[src/rtl/seg_multi_dri.sv]
// seg_multi_dri: binary-to-BCD multi-digit seven-segment driver with blanking, overflow dashes and scanning.
// Optional SEG_MULTI_HEX_EN adds a hex_mode input that shows bin_in nibbles directly.
module seg_multi_dri #(
    parameter int NUM_DIG   = 6,
    parameter int BIN_W     = 20,
    parameter int CLK_FREQ  = 50_000_000,
    parameter int SCAN_FREQ = 1000
) (
    input  logic               clk,
    input  logic               rst_n,
    input  logic [BIN_W-1:0]   bin_in,
    input  logic               bin_vld,
    input  logic [NUM_DIG-1:0] point,
    input  logic               en,
`ifdef SEG_MULTI_HEX_EN
    input  logic               hex_mode,
`endif
    output logic               busy,
    output logic [NUM_DIG-1:0] sel,
    output logic [7:0]         seg_led
);
    localparam int BW    = 4 * NUM_DIG;
    localparam int DWELL = (CLK_FREQ / SCAN_FREQ < 2) ? 2 : CLK_FREQ / SCAN_FREQ;
    localparam int DW    = $clog2(DWELL);
    localparam int IW    = (NUM_DIG > 1) ? $clog2(NUM_DIG) : 1;
    localparam int CW    = $clog2(BIN_W + 1);
    localparam logic [63:0] DEC_MAX = 64'(10 ** NUM_DIG - 1);

    typedef enum logic [1:0] {IDLE, CONV, DONE} state_t;

    state_t             state;
    logic [BIN_W-1:0]   sh, pend_val, ld_val;
    logic [BW-1:0]      bcd, bcd_adj, disp_bcd, src_bcd;
    logic [CW-1:0]      cnt;
    logic               ovf, pend, pend_hex, disp_ovf, src_ovf;
    logic [NUM_DIG-1:0] disp_blank, blank_nxt, src_blank;
    logic [DW-1:0]      dcnt;
    logic [IW-1:0]      idx, idx_nxt;
    logic               hex_in, ld_hex, start, tc, zero_run;
    logic [63:0]        ld64;
    logic [7:0]         base, seg_nxt;

`ifdef SEG_MULTI_HEX_EN
    assign hex_in = hex_mode;
`else
    assign hex_in = 1'b0;
`endif

    function automatic logic [7:0] seg_dec(input logic [3:0] n);
        case (n)
            4'h0: return 8'hC0;  4'h1: return 8'hF9;  4'h2: return 8'hA4;  4'h3: return 8'hB0;
            4'h4: return 8'h99;  4'h5: return 8'h92;  4'h6: return 8'h82;  4'h7: return 8'hF8;
            4'h8: return 8'h80;  4'h9: return 8'h90;  4'hA: return 8'h88;  4'hB: return 8'h83;
            4'hC: return 8'hC6;  4'hD: return 8'hA1;  4'hE: return 8'h86;  default: return 8'h8E;
        endcase
    endfunction

    // A strobe during DONE is taken directly as the next job, overriding any pending value
    assign start  = (state == IDLE && bin_vld) || (state == DONE && (bin_vld || pend));
    assign ld_val = bin_vld ? bin_in : pend_val;
    assign ld_hex = bin_vld ? hex_in : pend_hex;
    assign ld64   = 64'(ld_val);

    always_comb begin
        bcd_adj   = bcd;
        blank_nxt = '0;
        zero_run  = 1'b1;
        for (int i = 0; i < NUM_DIG; i++)
            bcd_adj[4*i +: 4] = (bcd[4*i +: 4] >= 4'd5) ? bcd[4*i +: 4] + 4'd3 : bcd[4*i +: 4];
        for (int i = NUM_DIG - 1; i > 0; i--) begin
            zero_run     = zero_run && (bcd[4*i +: 4] == 4'd0);
            blank_nxt[i] = zero_run;
        end
    end

    // Display data is taken from the conversion result during DONE so the new value shows one cycle earlier
    assign src_bcd   = (state == DONE) ? bcd : disp_bcd;
    assign src_blank = (state == DONE) ? blank_nxt : disp_blank;
    assign src_ovf   = (state == DONE) ? ovf : disp_ovf;
    assign tc        = dcnt == DW'(DWELL - 1);
    assign idx_nxt   = (en && tc) ? ((idx == IW'(NUM_DIG - 1)) ? '0 : idx + IW'(1)) : idx;
    assign base      = src_ovf ? 8'hBF : src_blank[idx_nxt] ? 8'hFF : seg_dec(src_bcd[4*idx_nxt +: 4]);
    assign seg_nxt   = {base[7] & ~point[idx_nxt], base[6:0]};

    always_ff @(posedge clk or negedge rst_n) begin
        if (!rst_n) begin
            state      <= IDLE;
            busy       <= 1'b0;
            sh         <= '0;
            bcd        <= '0;
            cnt        <= '0;
            ovf        <= 1'b0;
            pend       <= 1'b0;
            pend_val   <= '0;
            pend_hex   <= 1'b0;
            disp_bcd   <= '0;
            disp_blank <= {{(NUM_DIG-1){1'b1}}, 1'b0};
            disp_ovf   <= 1'b0;
        end else begin
            if (state == DONE) begin
                disp_bcd   <= bcd;
                disp_blank <= blank_nxt;
                disp_ovf   <= ovf;
                pend       <= 1'b0;
            end else if (state != IDLE && bin_vld) begin
                pend     <= 1'b1;
                pend_val <= bin_in;
                pend_hex <= hex_in;
            end
            if (state == CONV) begin
                bcd <= {bcd_adj[BW-2:0], sh[BIN_W-1]};
                sh  <= sh << 1;
                cnt <= cnt + CW'(1);
                if (cnt == CW'(BIN_W - 1))
                    state <= DONE;
            end else if (start) begin
                busy  <= 1'b1;
                state <= ld_hex ? DONE : CONV;
                cnt   <= '0;
                sh    <= ld_val;
                bcd   <= ld_hex ? ld64[BW-1:0] : '0;
                ovf   <= ld_hex ? ((ld64 >> BW) != 64'd0) : (ld64 > DEC_MAX);
            end else if (state == DONE) begin
                busy  <= 1'b0;
                state <= IDLE;
            end
        end
    end

    always_ff @(posedge clk or negedge rst_n) begin
        if (!rst_n) begin
            dcnt    <= '0;
            idx     <= '0;
            sel     <= '1;
            seg_led <= 8'hFF;
        end else if (en) begin
            dcnt    <= tc ? '0 : dcnt + DW'(1);
            idx     <= idx_nxt;
            sel     <= ~(NUM_DIG'(1) << idx_nxt);
            seg_led <= seg_nxt;
        end else begin
            sel     <= '1;
            seg_led <= 8'hFF;
        end
    end
endmodule

[config.mk]
export PLATFORM = sky130hd
export DESIGN_NAME = seg_multi_dri
export DESIGN_NICKNAME = d
export VERILOG_FILES = /design/src/rtl/seg_multi_dri.sv
export SDC_FILE = /design/constraint.sdc
export NUM_CORES = 1
export LEC_CHECK = 0
export BUFFER_PORTS_ARGS = -buffer_cell sky130_fd_sc_hd__clkbuf_2
export CAP_MARGIN = 30
export CORE_MARGIN = 5
export CORE_UTILIZATION = 63
export CTS_BUF_LIST = sky130_fd_sc_hd__clkbuf_8
export DETAILED_ROUTE_END_ITERATION = 10
export PLACE_DENSITY = 0.82
export SETUP_SLACK_MARGIN = 0.3
export SLEW_MARGIN = 5
export SYNTH_ARGS = -nofsm -noshare
export SYNTH_HDL_FRONTEND = slang
export SYNTH_SLANG_ARGS = --single-unit
export TNS_END_PERCENT = 20
[constraint.sdc]
create_clock -name clk -period 4.35 [get_ports clk]
set_input_delay 0.2175 -clock clk [delete_from_list [all_inputs] [get_ports clk]]
set_output_delay 0.2175 -clock clk [all_outputs]
set_load 0.02 [all_outputs]
==> impl_metrics.ini, run 1 <==
[timing]
slew_headroom_pct = 38.1
fin_crit_sh_pct = 78.7
worstMarginPinSlew_ns = 0.929
finalHoldViolCount = 0
rsz0062_at_grt = false
hold_slack_ns = 0.0503
final.min_clock_period_ns = 3.42
max_freq_mhz = 292
report.final.slew_viol_count = 0
tns_ns = 0
fin_skew_ns = 0.0177
finalSetupViolCount = 0

[clock_tree]
cts_tree = done
htreeDepth = 4
clk_latency_ns = 0.46
cts_max_path_buffers = 2
clock-sinks = 138
cts_root_buf = clkbuf_8
clk_pin_slew_ns = 0.10
cts_buffers = 17

[worst_setup_path]
required_ns = 4.73
reg2reg_depth = 11
r2r-end = seg_led[3]
cp_max_fo = 30
crit_arrival_ns = 3.81
r2r_start = state[0]
rrSetupSlack_ns = 0.93
endpoint_kind = flop
start_kind = flop
path_class = flop to flop

[global_route]
antenna_found_initial = 0
grt-ovfl-total = 0
track_usage_pct = 24.8
grt_pass1_wl_um = 28600
grt_pass1_vias = 5817
grt_max_degree = 89

[floorplan]
num_rows = 39
io_pins = 45
core_um2 = 11500
die_w_um = 119
die_area_um2 = 14100
die_h_um = 119
initial_utilization_pct = 64.7

[route]
drtAntennaViolNets = 0
routed-via-count = 5847
drc_errors = 0
wl_um = 17100
routed_via_density = 6.31
first_iter_violations = 633
wl_per_cell_um = 18.4
drt_pass1_iterations = 5

[hold_path]
whs_path_depth = 2
hold_path_end = pend_val[8]
worstHoldPathType = input pin to flop
hp-start = bin_in[8]

[layout]
final_cell_count_no_fill = 927
layout-drive-gt1-share_pct = 20.5
final_nets = 825
syn_to_final_growth_pct = 12.0
ff_latch_area_um2 = 3480
fill_cells = 770
antenna_cells = 0
multiInputGateArea_um2 = 3600
fin_util_pct = 72.5

[synth]
synth_area_leaders = dfrtp_1 (40%), dfstp_2 (6.7%), mux2_2 (5.5%), mux2i_1 (5.0%), ha_1 (4.0%)
dominantRegCellSynth = dfrtp_1
yosys.cell_count.top_type = dfrtp_1
synth-seq-cells = 138
yosysTopAreaCellShare_pct = 40.1
synth.net_count = 773
synth_area_um2 = 7420
synthArstFlopShare_pct = 100
synth-edff-count = 0
yosysSeqAreaShare_pct = 46.8
synth_common_cells = dfrtp_1 (119), nand2_1 (54), nor2_1 (51)
postSynthCellCount = 719
yosysTopAreaCell = dfrtp_1
ys_types = 72
synth_area_per_cell_um2 = 10.3
yosys_warnings = 0

[power]
ir_drop_mv = 0.374
p_leak_uw = 0.00374
power.density_nw_per_um2 = 394

[placed_design]
io_buffer_count = 44
placed_cells = 875
gp_congestion = 0.857
post-dp-hpwl_um = 10900

[outcome]
run_status = finished clean

[run]
drv_cap = 0
## cell usage in the layout, fill, tap and decap left out, types with 4 or more instances in the layout
cell and instances:
dfrtp_1 119, nand2_1 54, nor2_1 51, clkbuf_2 43, mux2i_1 37, inv_1 37, mux2_2 36, o21ai_0 35
nand3_1 32, a21oi_1 25, ha_1 24, nor3_1 20, dlygate4sd3_1 20, a221o_1 19, dfstp_2 19, xnor2_1 17
clkbuf_8 17, buf_4 13, o31ai_1 12, nand4_1 12, nand2b_1 9, o211ai_1 8, a32o_1 7, and3_1 7
o32ai_1 6, nor3b_1 5, nor4_1 5, o21a_1 4, a31oi_1 4, xor2_1 4, and2_1 4, o21ai_1 4
inv_8 4
## worst max-delay path, stage by stage (launching register included)
cell	delay, ns
dfrtp_1	0.51
nand2b_2	0.64
buf_4	0.32
mux2_2	0.38
nor3_1	0.15
o31a_1	0.14
a311o_1	0.30
inv_1	0.12
ha_1	0.20
inv_1	0.09
nand2_1	0.09
a311o_1	0.38
## worst max-delay path by stage
stage               slack (ns)  depth (start not counted)         end  startpoint
finish                    0.93                         11  seg_led[3]    state[0]
detailed placement        0.98                         11  seg_led[3]    state[0]
global route              0.70                         11  seg_led[3]    state[0]
floorplan                 1.35                         12  seg_led[1]    dcnt[11]
CTS                       0.96                         11  seg_led[3]    state[0]
global placement          1.13                         12  seg_led[4]    dcnt[11]
## stage by stage
stage	setup WS, ns	power (uW)	area, um2
floorplan	1.35	2040	7420
global placement	1.13	2200	7730
detailed placement	0.977	2250	7730
CTS	0.962	3290	8310
global route	0.701	3460	8320
finish	0.926	3280	8320
## power by group
| group | total (uW) | leakage [uW] | switching [uW] | internal [uW] |
|---|---|---|---|---|
| clock | 1030 | 0.000191 | 561 | 472 |
| combinational | 643 | 0.00185 | 354 | 289 |
| sequential | 1600 | 0.00170 | 116 | 1490 |
| total | 3280 | 0.00374 | 1030 | 2250 |
## cell families after synthesis
group / share of synthesized area (%)
AO/OA/AOI/OAI: 15.6
XOR/XNOR: 2.70
adder cells (fa/ha/maj): 4.04
buffers and inverters: 4.68
flip-flops: 46.8
multiplexers: 10.8
AND/OR/NAND/NOR: 15.4
## sequential cells by signal (all words and copies together) (netlist names), 2 cells and up
name	cells
disp_bcd	24
seg_led	8
disp_blank	6
sh	20
pend_val	20
sel	6
cnt	5
bcd	24
idx	3
state	2
dcnt	16
## routing by layer
metal  track usage (%)  part of all wire [%]
met3              6.88                   5.3
met5                 0                     0
met1              32.5                    43
met2              40.4                    50
met4              7.37                   1.5
## layout make-up
cell class / count / area share, %
well taps: 143 / 2.15
flip-flops and latches: 138 / 41.8
inverters: 38 / 1.72
clock inverters: 15 / 1.87
clock buffers: 17 / 2.81
repair buffers: 77 / 6.30
multi-input cells: 499 / 43.3
## what timing repair did
item,4_1_cts,5_1_grt
setup buffers,0,0
hold endpoints to repair,89,1
resized for setup,0,0
hold buffers,19,1
Note: power is estimated with default switching activity, not from simulation.
==> inputs of run 2 (changes only) <==
- ABC_AREA: default -> 1
- clock period: 4.35 -> 3.3 ns (I/O delays scaled with it)
==> impl_metrics.ini, run 2 <==
[outcome]
run_status = finished clean

[clock_tree]
cts_buffers = 17
clk_pin_slew_ns = 0.08
clock-sinks = 138
cts_max_path_buffers = 2
cts_tree = done
htreeDepth = 4
clk_latency_ns = 0.46
cts_root_buf = clkbuf_8

[synth]
yosys.cell_count.top_type = nand2_1
ys_types = 47
synth_top_family_by_area = simple AND/OR/NAND/NOR gates
yosys.area_share.simple_pct = 22.0
synth_area_um2 = 7130
synthArstFlopShare_pct = 100
dominantRegCellSynth = dfrtp_1
synth_common_cells = nand2_1 (182), dfrtp_1 (119), inv_1 (119)
synth-seq-cells = 138
synth-edff-count = 0
synth_area_leaders = dfrtp_1 (42%), nand2_1 (9.6%), dfstp_2 (7.0%), o21ai_0 (6.5%), inv_1 (6.3%)
synth-xor-area-share_pct = 1.35
synthAdderAreaFrac_pct = 4.21
yosysTopAreaCell = dfrtp_1
synth.net_count = 911
muxShareOfSynthArea_pct = 0
synth_compound_area_share_pct = 15.0
yosysTopAreaCellShare_pct = 41.8
yosysSeqAreaShare_pct = 48.8
synth_area_per_cell_um2 = 8.31
yosys_warnings = 0
postSynthCellCount = 857

[worst_setup_path]
crit_chain = nor2_1 > nand2_1 > nor2_4 > nand3_4 > nand2_4 > nand2_4 > nand2_1 > inv_2 > nand2_1 > nand3_1 > nand2_1 > inv_1 > ha_1 > nand3_1 > nand2_1 > nand2_1 > nand2_1 > nand2_1 > nand2_1
cp_max_fo = 14
crit_path_top_delay_cell = dfrtp_1
reg2reg_depth = 19
critPathMostFrequentCell = nand2_1
start_kind = flop
rrSetupSlack_ns = 0.57
r2r-end = seg_led[6]
required_ns = 3.67
endpoint_kind = flop
crit_arrival_ns = 3.10
path_class = flop to flop
cp_slowest_stage_delay_ns = 0.42
r2r_start = dcnt[11]

[timing]
final.min_clock_period_ns = 2.73
slew_headroom_pct = 46.3
worstMarginPinSlew_ns = 0.803
max_freq_mhz = 367
finalSetupViolCount = 0
tns_ns = 0
finalHoldViolCount = 0
report.final.slew_viol_count = 0
rsz0062_at_grt = false
fin_crit_sh_pct = 82.6
hold_slack_ns = 0.0380
fin_skew_ns = 0.0160

[power]
power.density_nw_per_um2 = 588
ir_drop_mv = 0.537
power_uw = 4810
p_leak_uw = 0.00406

[global_route]
antenna_found_initial = 0
grt-ovfl-total = 0
grt_pass1_wl_um = 27500
grt_max_degree = 72
grt_pass1_vias = 6158
track_usage_pct = 25.7

[route]
wl_um = 16000
drc_errors = 0
wl_per_cell_um = 14.9
met1_length_um = 6710
drtAntennaViolNets = 0
routed_via_density = 5.66
first_iter_violations = 564
wl_met3_um = 952
routed.top_layer = met4
met2_length_um = 7980
drt_pass1_iterations = 6
routed-via-count = 6106

[layout]
antenna_cells = 0
fin_util_pct = 74.5
final_common_cell = nand2_1
reg_top3 = bcd: 24 flops, disp_bcd: 24 flops
multiInputGateArea_um2 = 3060
layout_common_cells = nand2_1 (181), inv_1 (119), dfrtp_1 (119)
fill_cells = 776
final_nets = 979
fin_area_um2 = 8180
syn_to_final_growth_pct = 14.8
layout-drive-gt1-share_pct = 16.3
ff_latch_area_um2 = 3480

[placed_design]
placed_cell_area_um2 = 7470
io_buffer_count = 44
post-dp-hpwl_um = 11100
gp_congestion = 0.914

[hold_path]
worstHoldPathType = input pin to asynchronous set/reset pin

[floorplan]
die_area_um2 = 13500
io_pins = 45
initial_utilization_pct = 64.9
die_h_um = 116
num_rows = 38
die_w_um = 116
core_um2 = 11000

[run]
drv_cap = 0
-- run 2: how the worst max path moves through the flow --
stage,cells past startpoint,start,end
after floorplan,17,dcnt[0],seg_led[6]
after global placement,17,state[0],seg_led[6]
after detailed placement,17,state[0],seg_led[6]
after CTS,17,state[0],seg_led[6]
after global routing,17,state[0],seg_led[6]
final,19,dcnt[11],seg_led[6]
-- run 2: cell type report --
class | instances | share of cell area (%)
clock buffers | 18 | 3.03
clock inverters | 14 | 2.10
inverters | 132 | 6.09
multi-input cells | 560 | 37.4
flip-flops and latches | 138 | 42.5
well taps | 140 | 2.14
repair buffers | 76 | 6.76
-- run 2: routing by layer --
metal | vias up | global-route usage (%)
li1 | 2950 | -
met1 | 2897 | 31.5
met2 | 222 | 42.8
met3 | 37 | 6.74
met4 | 0 | 11.4
met5 | - | 0
-- run 2: cell families (layout without fill, tap and decap cells) --
group	Yosys count	count (layout)
xor gates and xnor gates	11	11
AOI/OAI and AO/OA	178	178
and+or+nand+nor	347	347
DFF	138	138
adders and majority gates	24	24
buffers and inverters	159	240
-- run 2: what timing repair did --
item                                   CTS  global route
buffers inserted                         0             2
resized for setup                        0             3
endpoints found under the hold margin   73             0
setup endpoints to repair                0             4
hold buffers                            23             0
-- run 2: stage by stage --
| step | cells | setup WS [ns] |
|---|---|---|
| after CTS | 1075 | 0.453 |
| after floorplan | 857 | 0.951 |
| after global placement | 1020 | 0.692 |
| after detailed placement | 1020 | 0.504 |
| after global routing | 1078 | 0.312 |
| final | 1078 | 0.575 |
-- run 2: worst max-delay path: cells and delay by family (launching register included) --
family	cells	cell delay, ns
adders and majority gates	1	0.23
buffers and inverters	2	0.19
DFF	1	0.42
and+or+nand+nor	16	1.79
-- run 2: where the power goes --
group | switching [uW] | internal [uW] | total (uW)
clock | 677 | 770 | 1450
combinational | 777 | 446 | 1220
sequential | 131 | 2010 | 2140
==> inputs of run 3 (changes only) <==
- CORE_UTILIZATION: 63 -> 57
- PLACE_DENSITY: 0.82 -> 0.79
- clock period: 3.3 -> 2.5 ns (I/O delays scaled with it)
==> impl_metrics.ini, run 3 (same netlist as run 2, synthesis figures left out) <==
[floorplan]
initial_utilization_pct = 58.8
die_w_um = 122
die_area_um2 = 14800
io_pins = 45
core_um2 = 12100
num_rows = 40
die_h_um = 122

[worst_setup_path]
required_ns = 2.90
start_kind = flop
reg2reg_depth = 15
rrSetupSlack_ns = 0.11
cp_max_fo = 11
path_class = flop to flop
r2r_start = state[1]
r2r-end = seg_led[6]
crit_arrival_ns = 2.79
endpoint_kind = flop

[clock_tree]
cts_tree = done
clock-sinks = 138
clk_pin_slew_ns = 0.09
cts_max_path_buffers = 2
clk_latency_ns = 0.47
cts_root_buf = clkbuf_8
htreeDepth = 4
cts_buffers = 17

[global_route]
grt_pass1_vias = 6057
antenna_found_initial = 0
grt-ovfl-total = 0
grt_pass1_wl_um = 28400
track_usage_pct = 24.0
grt_max_degree = 70

[timing]
finalSetupViolCount = 0
slew_headroom_pct = 58.6
fin_crit_sh_pct = 95.5
final.min_clock_period_ns = 2.39
tns_ns = 0
hold_slack_ns = 0.0234
worstMarginPinSlew_ns = 0.621
rsz0062_at_grt = true
report.final.slew_viol_count = 0
fin_skew_ns = 0.0153
finalHoldViolCount = 0
max_freq_mhz = 419

[power]
power_uw = 6770
ir_drop_mv = 0.601
p_leak_uw = 0.00436
power.density_nw_per_um2 = 767

[outcome]
run_status = finished clean

[placed_design]
post-dp-hpwl_um = 10800
io_buffer_count = 44
placed_cell_area_um2 = 7680
gp_congestion = 0.945

[route]
routed_via_density = 5.39
first_iter_violations = 554
drt_pass1_iterations = 5
drtAntennaViolNets = 0
wl_per_cell_um = 14.7
routed-via-count = 6217
drc_errors = 0
wl_um = 17000

[hold_path]
worstHoldPathType = input pin to flop
hp-start = point[2]
hold_path_end = seg_led[7]
whs_path_depth = 4

[layout]
final_common_cell = nand2_1
layout-drive-gt1-share_pct = 23.7
layout_common_cells = nand2_1 (170), inv_1 (118), dfrtp_1 (116)
fin_util_pct = 72.9
syn_to_final_growth_pct = 24.0
fin_area_um2 = 8830
final_nets = 1027
antenna_cells = 0
reg_top3 = bcd: 24 flops, disp_bcd: 24 flops

[run]
drv_cap = 0
## run 3: changes by cell type in the layout (fill, tap and decap cells not counted), moves of 5 or more
| cell | delta |
|---|---|
| nand2_2 | +6 |
| nand2_1 | -11 |
| buf_4 | +45 |
| nand3_2 | +5 |
| nand3_1 | -7 |
| nand2_4 | +6 |
| nor2_1 | -5 |
## run 3: layout make-up
type / count / area [um2]
fillers: 879 / 3280
inverters: 132 / 515
well taps: 168 / 210
clock inverters: 15 / 224
repair buffers: 123 / 905
flip-flops and latches: 138 / 3480
clock buffers: 17 / 234
multi-input cells: 561 / 3260
## run 3: worst max-delay path by stage
stage                   from    endpoint  slack [ns]  depth (start not counted)
detailed placement  dcnt[10]  seg_led[1]        0.09                         17
global route        dcnt[12]  seg_led[6]       -0.04                         18
CTS                  dcnt[1]  seg_led[2]        0.22                         14
global placement     dcnt[0]  seg_led[6]        0.16                         18
finish              state[1]  seg_led[6]        0.11                         15
floorplan           dcnt[12]  seg_led[1]        0.30                         17
## run 3: critical path, stage by stage (launching register included)
cell and delay [ns]:
dfrtp_2 0.46, nand2_4 0.15, inv_2 0.11, or2_0 0.21, o21ai_1 0.19, nand3_1 0.14
nand3_1 0.12, nand3_2 0.12, nand2_4 0.16, ha_1 0.22, nand3_2 0.10, nor2_1 0.12
nor2_1 0.05, nand2_1 0.06, nand2_1 0.06, nand2_1 0.05
## run 3: timing repair
action	4_1_cts	5_1_grt
resized for setup	32	18
setup endpoints to repair	7	8
endpoints found under the hold margin	76	0
pin swaps	18	22
cloned	1	0
buffers inserted	20	13
hold buffers	24	0
## run 3: layer usage
layer / track usage, % / vias to the layer above / part of all wire (%)
li1: - / 3043 / -
met1: 31.3 / 2955 / 43
met2: 40.3 / 190 / 50
met3: 5.43 / 29 / 5.3
met4: 7.28 / 0 / 1.6
met5: 0 / - / 0
## run 3: power breakdown
| part | total [uW] | switching [uW] | internal [uW] |
|---|---|---|---|
| Clock | 2080 | 896 | 1190 |
| Combinational | 1870 | 1150 | 714 |
| Sequential | 2820 | 175 | 2650 |
| Total | 6770 | 2220 | 4550 |
## run 3: through the flow
stage	std cells	worst slack, ns
3_3_place_gp	1064	0.157
2_1_floorplan	857	0.300
5_1_grt	1154	-0.0412
6_report	1154	0.113
4_1_cts	1141	0.222
3_5_place_dp	1064	0.0908
